File: config.mk
export PLATFORM = sky130hd
export DESIGN_NAME = cc1200_spi_master
export DESIGN_NICKNAME = d
export VERILOG_FILES = /design/src/rtl/cc1200_spi_master.sv
export SDC_FILE = /design/constraint.sdc
export NUM_CORES = 1
export LEC_CHECK = 0
export ABC_CLOCK_PERIOD_IN_PS = 4300
export BUFFER_PORTS_ARGS = -buffer_cell sky130_fd_sc_hd__clkbuf_2
export CAP_MARGIN = 10
export CORE_UTILIZATION = 40
export CTS_BUF_LIST = sky130_fd_sc_hd__clkbuf_8
export DETAILED_ROUTE_END_ITERATION = 7
export PLACE_DENSITY = 0.71
export SETUP_SLACK_MARGIN = 0.15
export SYNTH_ARGS = -nofsm -noshare
export SYNTH_HDL_FRONTEND = slang
export SYNTH_SLANG_ARGS = --single-unit
File: constraint.sdc
create_clock -name clk -period 4.3 [get_ports clk]
set_input_delay 1.075 -clock clk [delete_from_list [all_inputs] [get_ports clk]]
set_output_delay 1.075 -clock clk [all_outputs]
set_load 0.1 [all_outputs]
File: src/rtl/cc1200_spi_master.sv
// SPI mode-0 master for the TI CC1200: header byte, optional data burst, status capture.
// Optional chip-ready wait with timeout is enabled by defining CC1200_SPI_RDY_WAIT_EN.
module cc1200_spi_master #(
  parameter int CLK_DIV     = 4,
  parameter int RDY_TIMEOUT = 1023
) (
  input  logic       clk,
  input  logic       rst,
  input  logic       start,
  input  logic [7:0] header,
  input  logic [7:0] len,
  input  logic [7:0] wr_data,
  output logic       wr_req,
  output logic [7:0] rd_data,
  output logic       rd_valid,
  output logic [7:0] status,
  output logic       busy,
  output logic       done,
  output logic       timeout_err,
  output logic       SCLK,
  output logic       MOSI,
  input  logic       MISO,
  output logic       CS_n
);

  typedef enum logic [2:0] {IDLE, WAIT_RDY, SHIFT, CS_HOLD, CS_HIGH} state_t;

  localparam int DW       = $clog2(CLK_DIV);
  localparam int WAIT_MAX = (RDY_TIMEOUT > CLK_DIV) ? RDY_TIMEOUT : CLK_DIV;
  localparam int WW       = $clog2(WAIT_MAX + 1);
  localparam logic [DW-1:0] DIV_LAST = DW'(CLK_DIV - 1);
`ifdef CC1200_SPI_RDY_WAIT_EN
  localparam logic [WW-1:0] WAIT_LAST = WW'(RDY_TIMEOUT - 1);
`else
  localparam logic [WW-1:0] WAIT_LAST = WW'(CLK_DIV - 1);
`endif

  state_t        state;
  logic [DW-1:0] div_cnt;
  logic [WW-1:0] wait_cnt;
  logic [2:0]    bit_cnt;
  logic [7:0]    byte_cnt;
  logic [7:0]    len_q;
  logic          is_read;
  logic [6:0]    tx_sr;   // bits still to send after the one on MOSI
  logic [6:0]    rx_sr;
  logic [7:0]    rx_byte;

  assign rx_byte = {rx_sr, MISO};

  // NOTE: all state and outputs are flops written with <= so every branch sees pre-edge values.
  always_ff @(posedge clk or posedge rst) begin
    if (rst) begin
      state       <= IDLE;
      div_cnt     <= '0;
      wait_cnt    <= '0;
      bit_cnt     <= '0;
      byte_cnt    <= '0;
      len_q       <= '0;
      is_read     <= 1'b0;
      tx_sr       <= '0;
      rx_sr       <= '0;
      wr_req      <= 1'b0;
      rd_data     <= '0;
      rd_valid    <= 1'b0;
      status      <= '0;
      busy        <= 1'b0;
      done        <= 1'b0;
      timeout_err <= 1'b0;
      SCLK        <= 1'b0;
      MOSI        <= 1'b0;
      CS_n        <= 1'b1;
    end else begin
      // NOTE: pulse outputs default low here so each set below lasts exactly one cycle.
      wr_req   <= 1'b0;
      rd_valid <= 1'b0;
      done     <= 1'b0;
      unique case (state)
        IDLE: begin
          if (start) begin
            len_q       <= len;
            is_read     <= header[7];
            MOSI        <= header[7];
            tx_sr       <= header[6:0];
            busy        <= 1'b1;
            CS_n        <= 1'b0;
            timeout_err <= 1'b0;
            wait_cnt    <= '0;
            div_cnt     <= '0;
            bit_cnt     <= '0;
            byte_cnt    <= '0;
            state       <= WAIT_RDY;
          end
        end
        WAIT_RDY: begin
`ifdef CC1200_SPI_RDY_WAIT_EN
          if (!MISO) begin
            state <= SHIFT;
          end else if (wait_cnt == WAIT_LAST) begin
            timeout_err <= 1'b1;
            MOSI        <= 1'b0;
            state       <= CS_HOLD;
          end else begin
            wait_cnt <= wait_cnt + WW'(1);
          end
`else
          if (wait_cnt == WAIT_LAST) state <= SHIFT;
          else                       wait_cnt <= wait_cnt + WW'(1);
`endif
        end
        SHIFT: begin
          if (div_cnt != DIV_LAST) begin
            div_cnt <= div_cnt + DW'(1);
          end else begin
            div_cnt <= '0;
            if (!SCLK) begin
              SCLK  <= 1'b1;
              rx_sr <= rx_byte[6:0];
              if (bit_cnt == 3'd7) begin
                if (byte_cnt == 8'd0) begin
                  status <= rx_byte;
                end else if (is_read) begin
                  rd_data  <= rx_byte;
                  rd_valid <= 1'b1;
                end
                // The last data byte of a write needs no further refill.
                if (!is_read && byte_cnt != len_q) wr_req <= 1'b1;
              end
            end else begin
              SCLK <= 1'b0;
              if (bit_cnt == 3'd7) begin
                bit_cnt <= '0;
                if (byte_cnt == len_q) begin
                  MOSI  <= 1'b0;
                  state <= CS_HOLD;
                end else begin
                  byte_cnt <= byte_cnt + 8'd1;
                  MOSI     <= ~is_read & wr_data[7];
                  tx_sr    <= is_read ? 7'd0 : wr_data[6:0];
                end
              end else begin
                bit_cnt <= bit_cnt + 3'd1;
                MOSI    <= tx_sr[6];
                tx_sr   <= {tx_sr[5:0], 1'b0};
              end
            end
          end
        end
        CS_HOLD: begin
          if (div_cnt == DIV_LAST) begin
            div_cnt <= '0;
            CS_n    <= 1'b1;
            state   <= CS_HIGH;
          end else begin
            div_cnt <= div_cnt + DW'(1);
          end
        end
        CS_HIGH: begin
          if (div_cnt == DIV_LAST) begin
            div_cnt <= '0;
            busy    <= 1'b0;
            done    <= 1'b1;
            state   <= IDLE;
          end else begin
            div_cnt <= div_cnt + DW'(1);
          end
        end
        default: state <= IDLE;
      endcase
    end
  end

endmodule

Yosys cells after proc, flatten, opt, wreduce, memory -nomap -nowiden
Cells that the tools add are included.
- memories: 0
- memory bits (read-only): 0
- RAM bits: 0
- latch bits: 0
- register bits after elaboration: 72
- $mul: 0
- reductions and logical operators: 23
- bitwise gates (word level): 5
- add/subtract/negate cells: 4
- multiplexer cells: 60
- shift operators: 0
- divide/modulo/power cells: 0
- eq/ne operators: 21
- magnitude comparators: 0
- operators with widths (operator ; count):
    $mux W7 ; 6
    $mux W8 ; 5
    $mux W3 ; 12
    $mux W1 ; 23
    $ne A2 B2 Y1 const B ; 11
    $mux W10 ; 2
    $pmux W10 S2 ; 1
    $pmux W8 S2 ; 1
    $pmux W3 S5 ; 1
    $pmux W7 S2 ; 1
    $reduce_and A3 Y1 ; 4
    $reduce_and A6 Y1 ; 2
    $add A10 B1 Y10 const B ; 1
    $eq A10 B2 Y1 const B ; 1
    $reduce_and A5 Y1 ; 2
    $add A8 B1 Y8 const B ; 1
    $eq A8 B8 Y1 ; 1
    $logic_not A8 Y1 ; 1
    $ne A8 B8 Y1 ; 1
    $reduce_and A8 Y1 ; 1
    $reduce_bool A2 Y1 ; 4
    $eq A3 B2 Y1 const B ; 2
    $eq A3 B3 Y1 const B ; 2
    $mux W2 ; 3
    other kinds (17) ; 24

Depth between registers and ports, before layout
Gate-level depths: netlist of run 1.
- depth after elaboration: 7
- gate-level depth with buffers: 8
- gate-level depth less buffers: 7

Worst setup path after synthesis of run 1
Ideal clock, no wire load.
- kind: reg-to-reg
- from: register SCLK
- to: register byte_cnt[4]
- setup time: 0.077 ns
- path slack: 2.031 ns
- data arrival time: 2.191 ns
- cell stages (with the launch flop): 6
- path through: dfrtp_1 -> mux2i_1 -> a211oi_4 -> nand4_1 -> or3_1 -> a21oi_1
- longest elaborated chain between the ends: 2
- RTL lines (what ; line ; RTL):
    from (decl) ; 20 ; output logic SCLK,
    from (signal assigned) ; 70 ; SCLK <= 1'b0;
    from (signal assigned) ; 117 ; SCLK <= 1'b1;
    from (signal assigned) ; 130 ; SCLK <= 1'b0;
    $ne A2 B2 Y1 (no line) ; n/a ;
    $reduce_and A6 Y1 (no line) ; n/a ;
    to (signal assigned) ; 137 ; byte_cnt <= byte_cnt + 8'd1;
    to (decl) ; 42 ; logic [7:0] byte_cnt;
No other way between the ends.
A chain may end at the register's enable or synchronous reset.

Worst setup path in the final report of run 1
- from: register SCLK
- to: output port SCLK
No word-level cell between the ends.

==> flow_summary.json, run 1 <==
{
  "critPathLaunch": "SCLK$_DFFE_PP0P_",
  "min_from": "CS_n$_DFFE_PP1P_",
  "grt_overflow_total": 0,
  "cp.depth": 1,
  "grt_pass1_wl_microns": 12900,
  "drt_pre_antenna_iters": 4,
  "cts_setup_buffers": 0,
  "postSynthCellCount": 344,
  "synth.distinct_cells": 57,
  "crit_chain": "clkbuf_2",
  "vias": 2734,
  "die_w_microns": 97.0,
  "start_kind": "flop",
  "critPathCapture": "SCLK",
  "final_cell_mix": "dfrtp_1 (71), nand2_1 (55), clkbuf_2 (50), mux2_2 (29), a21oi_1 (19)",
  "fin_nets": 424,
  "initial_core_util_pct": 41.4,
  "place_inst": 485,
  "die-area_sq_um": 9410,
  "static-leakage-power_nw": 2.00,
  "vdd_ir_drop_max_uv": 159,
  "clk_pin_slew_ns": 0.08,
  "drive_gt1_share_pct": 28.4,
  "drcViolationCount": 0,
  "synth_nets": 378,
  "diodes": 0,
  "worst-r2r-cell-count": 5,
  "drv_cap": 0,
  "path_buf_inv": 1,
  "critical-path-top-delay-family": "buffers and inverters",
  "critPathMaxFanout": 8,
  "required_ns": 3.22,
  "grt_antenna_before_repair": 0,
  "regToRegSetupSlack_ns": 1.87,
  "placeableCoreArea_sq_um": 8720,
  "via_per_inst": 5.44,
  "ys_top_cells_by_area": "dfrtp_1 (49%), mux2_2 (9.0%), nand2_1 (5.7%)",
  "reg2reg_to": "status[1]$_DFFE_PP0P_",
  "syn_avg_cell_area_sq_um": 10.5,
  "status": "finished clean",
  "place.gp.congestion": 0.808,
  "io_pins": 52,
  "cts_root_buf": "clkbuf_8",
  "utilization_pct": 47.1,
  "r2r_start": "state[1]$_DFFE_PP0P_",
  "fin_total_pwr_mw": 1.22,
  "clkLatencyLatePin_ns": 0.36,
  "drt-total-wl_microns": 7300,
  "cp.arrival_ns": 1.36,
  "fin_skew_ns": 0.0117,
  "synth_edf_count": 0,
  "worstMarginPinSlew_ns": 0.682,
  "finalHoldViolations": 0,
  "clock.fmax_mhz": 411,
  "place.port_buffers": 50,
  "dp_hpwl_microns": 5140,
  "synth-warning-count": 0,
  "worstHoldPathType": "flop to flop",
  "cts-hold-fix-buffers": 0,
  "fin_setup_tns_ns": 0,
  "final_cells": 503,
  "wire_per_inst_microns": 14.5,
  "crit_type": "flop to output pin",
  "slew_viol_final": 0,
  "timing.final.crit_share_pct": 56.6,
  "relSlewSlack_pct": 54.4,
  "grt_pass1_vias": 2636,
  "min_period_ns": 2.44,
  "synth_top_cell_area_share_pct": 49.2,
  "synthArstFlopShare_pct": 100,
  "drtAntennaViolNets": 0,
  "grt_use_total_pct": 16.9,
  "synth_ff_type": "dfrtp_1",
  "yosys.area.top_type": "dfrtp_1",
  "cts_tree": "yes",
  "ys_ff_latch": 72,
  "cp-end-kind": "output pin",
  "die_h_microns": 97.0,
  "rsz0062_at_grt": "no",
  "seq_area_frac_synth_pct": 49.9,
  "numCtsBuffers": 9,
  "synth_area_sq_um": 3610,
  "drt_iter0_markers": 194,
  "core.rowCount": 34,
  "htreeDepth": 3,
  "cp_slowest_cell": "clkbuf_2",
  "powerDensity_nw_per_um2": 297,
  "grt_max_degree": 48,
  "cpPeakStageDelay_ns": 0.51,
  "clockBufferDepth": 2,
  "final_common_cell": "dfrtp_1",
  "setup_viol": 0,
  "cts_num_sinks": 72,
  "syn_to_final_growth_pct": 13.7,
  "cts_resized": 0
}
-- worst min path at each step --
stage | to | slack [ns] | cells after the start
after floorplan | bit_cnt[0]$_DFFE_PP0P_ | 0.46 | 1
after global placement | CS_n$_DFFE_PP1P_ | 0.46 | 2
after detailed placement | CS_n$_DFFE_PP1P_ | 0.46 | 2
after CTS | CS_n$_DFFE_PP1P_ | 0.47 | 2
after global routing | CS_n$_DFFE_PP1P_ | 0.50 | 2
final | CS_n$_DFFE_PP1P_ | 0.47 | 2
-- stage by stage --
stage / cell area [sq um] / hold slack (ns) / setup WS [ns]
after floorplan: 3610 / 0.460 / 1.40
after global placement: 3900 / 0.462 / 1.83
after detailed placement: 3900 / 0.462 / 1.76
after CTS: 4090 / 0.472 / 1.84
after global routing: 4100 / 0.502 / 1.68
final: 4100 / 0.472 / 1.86
-- registers in the layout, summed over array words and instances (netlist names) --
name      count
rx_sr         7
MOSI          1
state         3
rd_data       8
len_q         8
wait_cnt     10
is_read       1
bit_cnt       3
status        8
wr_req        1
CS_n          1
byte_cnt      8
rd_valid      1
done          1
busy          1
div_cnt       2
SCLK          1
tx_sr         7
-- cell families (layout without fill, tap and decap cells) --
| group | Yosys count | in the layout | synth area share (%) |
|---|---|---|---|
| compound gates | 58 | 58 | 11.0 |
| other cells | 1 | 1 | 0.104 |
| xor+xnor | 13 | 13 | 3.15 |
| buf+inv | 28 | 79 | 4.02 |
| mux | 34 | 34 | 10.5 |
| simple gates | 132 | 132 | 19.3 |
| fa+ha+maj | 6 | 6 | 2.08 |
| flops | 72 | 72 | 49.9 |
-- area by class of cell --
type / instances / area (sq um)
flip-flops and latches: 72 / 1800
repair buffers: 53 / 277
clock inverters: 7 / 61.3
inverters: 10 / 37.5
clock buffers: 9 / 124
multi-input cells: 244 / 1670
fillers: 810 / 4620
well taps: 108 / 135
-- layer usage --
layer  up-vias  routed length [microns]  track usage (%)
met1      1368                     3400             23.3
li1       1299                        -                -
met4         0                      129             7.00
met3        12                      291             3.25
met5         -                        0                0
met2        55                     3480             26.3
-- power breakdown --
part	switching, mW	total [mW]	leakage, nW	internal [mW]
clock	0.287	0.507	0.0888	0.220
sequential	0.00200	0.680	0.937	0.678
combinational	0.0221	0.0333	0.973	0.0112
-- worst reg2reg max path, stage by stage, from the launching register on --
cell      delay (ns)
dfrtp_1         0.74
and4bb_4        0.36
and2b_1         0.39
nand2_1         0.17
nor2_4          0.30
mux2_2          0.38
-- Yosys cell counts (all sizes together), types with 2 or more instances --
master	count
and3	4
mux2	30
a221oi	2
or3	5
nor2	18
a21oi	19
ha	6
nor3b	2
a22o	5
clkbuf	9
nand3b	2
xor2	13
o22ai	2
o21ai	13
nand3	6
a32o	3
nand4	6
and4	3
a31oi	4
buf	9
inv	10
dfrtp	71
and3b	2
nand2	55
nor3	5
mux2i	4
nor4	5
o31ai	2
nor2b	8
and2	5
nor4b	2
(Power assumes the default switching activity.)
==> run 2, diff against run 1 <==
- ABC_CLOCK_PERIOD_IN_PS: 4300 -> 2310
- clock period: 4.3 -> 2.31 ns (I/O delays scaled with it)
==> flow_summary.json, run 2 (same netlist as run 1, synthesis figures left out) <==
{
  "numCtsBuffers": 9,
  "min_period_ns": 1.99,
  "timing.final.crit_share_pct": 86.3,
  "place.gp.congestion": 0.828,
  "status": "finished clean",
  "internal_power_mw": 2.01,
  "drv_cap": 0,
  "grt_max_degree": 30,
  "dpl_cell_area_sq_um": 4010,
  "required_ns": 2.56,
  "clockPowerShare_pct": 47.9,
  "clock.fmax_mhz": 502,
  "power_switching_mw": 0.553,
  "p_comb_share_pct": 2.6,
  "wl_met3_microns": 279,
  "dp_hpwl_microns": 5450,
  "initial_core_util_pct": 41.4,
  "drive_gt1_share_pct": 31.0,
  "cts_tree": "yes",
  "switching_share_pct": 21.6,
  "largest_reg_flops": 10,
  "critPathMaxFanout": 7,
  "clkLatencyLatePin_ns": 0.36,
  "grt_pass1_vias": 2808,
  "drcViolationCount": 0,
  "maxUsedRoutingLayer": "met4",
  "utilization_pct": 48.9,
  "drt-total-wl_microns": 7620,
  "top_register": "wait_cnt",
  "wire_per_inst_microns": 14.8,
  "setup_viol": 0,
  "cts-hold-fix-buffers": 0,
  "vdd_ir_drop_max_uv": 338,
  "grt_overflow_total": 0,
  "grt_antenna_before_repair": 0,
  "cp.arrival_ns": 2.24,
  "pre_cts_ws_ns": 0.187,
  "drt_iter0_markers": 83,
  "cts_setup_buffers": 0,
  "vias": 2714,
  "io_pins": 52,
  "die_w_microns": 97.0,
  "rsz0062_at_grt": "no",
  "die_h_microns": 97.0,
  "drt_pre_antenna_iters": 4,
  "syn_to_final_growth_pct": 18.2,
  "powerDensity_nw_per_um2": 600,
  "fin_area_sq_um": 4270,
  "finalHoldViolations": 0,
  "cp-end-kind": "flop",
  "slew_viol_final": 0,
  "met2_length_microns": 3620,
  "whs_ns": 0.292,
  "final_cell_mix": "dfrtp_1 (70), nand2_1 (55), clkbuf_2 (50), mux2_2 (29), a21oi_1 (19)",
  "fin_setup_tns_ns": 0,
  "worstMarginPinSlew_ns": 0.651,
  "relSlewSlack_pct": 56.5,
  "fin_nets": 436,
  "placeableCoreArea_sq_um": 8720,
  "die-area_sq_um": 9410,
  "place.port_buffers": 50,
  "start_kind": "flop",
  "worstHoldPathType": "primary input to async pin",
  "grt_use_total_pct": 17.7,
  "drt-met1-wl_microns": 3550,
  "setup_slack_ns": 0.316,
  "cts_num_sinks": 72,
  "grt_pass1_wl_microns": 13400,
  "power_frac_seq_pct": 49.5,
  "nFillCells": 789,
  "cts_root_buf": "clkbuf_8",
  "drtAntennaViolNets": 0,
  "via_per_inst": 5.27,
  "final_common_cell": "dfrtp_1",
  "fin_skew_ns": 0.00974,
  "core.rowCount": 34,
  "static-leakage-power_nw": 2.09,
  "crit_type": "flop to flop",
  "clk_pin_slew_ns": 0.08,
  "clockBufferDepth": 2,
  "htreeDepth": 3,
  "diodes": 0
}
-- run 2: cell count changes in the layout (fill, tap and decap cells not counted), sizes merged --
cell / change
bufinv: +3
buf: +12
clkinv: -1
inv: -2
-- run 2: worst paths after layout --
check                                                to  depth (start not counted)  slack [ns]                    start
worst max register to register  byte_cnt[3]$_DFFE_PP0P_                          5        0.32  byte_cnt[1]$_DFFE_PP0P_
worst min-delay path            byte_cnt[5]$_DFFE_PP0P_                          2        0.29                      rst
min in group clk                   len_q[2]$_DFFE_PP0P_                          3        0.41                   len[2]
worst max-delay path            byte_cnt[3]$_DFFE_PP0P_                          5        0.32  byte_cnt[1]$_DFFE_PP0P_
max in group asynchronous            rd_valid$_DFF_PP0_                          3        1.29                      rst
worst min register to register         CS_n$_DFFE_PP1P_                          2        0.48         CS_n$_DFFE_PP1P_
-- run 2: cell type report --
cell class	instances	area [sq um]	area share, %
well taps	108	135	3.17
inverters	10	41.3	0.967
clock buffers	9	124	2.90
clock inverters	7	119	2.79
repair buffers	65	363	8.50
multi-input cells	244	1680	39.4
flip-flops and latches	72	1800	42.3
-- run 2: per-stage QoR --
stage	std cells	power (mW)
floorplan	344	1.32
global placement	499	1.36
detailed placement	499	1.36
CTS	515	2.58
global route	515	2.64
finish	515	2.56
-- run 2: timing repair --
item	in CTS	in global routing
endpoints found under the setup margin	0	15
gates resized for setup	0	3
endpoints found under the hold margin	0	0
-- run 2: power groups by stage --
stage	combinational (mW)	sequential (mW)	clock, mW
after detailed placement	0.0680	1.29	0
after floorplan	0.0319	1.29	0
after global routing	0.0749	1.27	1.30
final	0.0659	1.27	1.23
after global placement	0.0665	1.29	0
after CTS	0.0683	1.27	1.25
-- run 2: critical path, cell delays in order, from the launching register on --
cell and delay, ns:
dfrtp_1 0.48, xor2_1 0.20, nor4_1 0.38, nand2_1 0.28
and3_1 0.32, a31o_2 0.22
-- run 2: routing by layer --
metal  vias up  track usage (%)
li1       1318                -
met1      1323             23.0
met2        55             28.5
met3        18             3.90
met4         0             7.69
met5         -                0
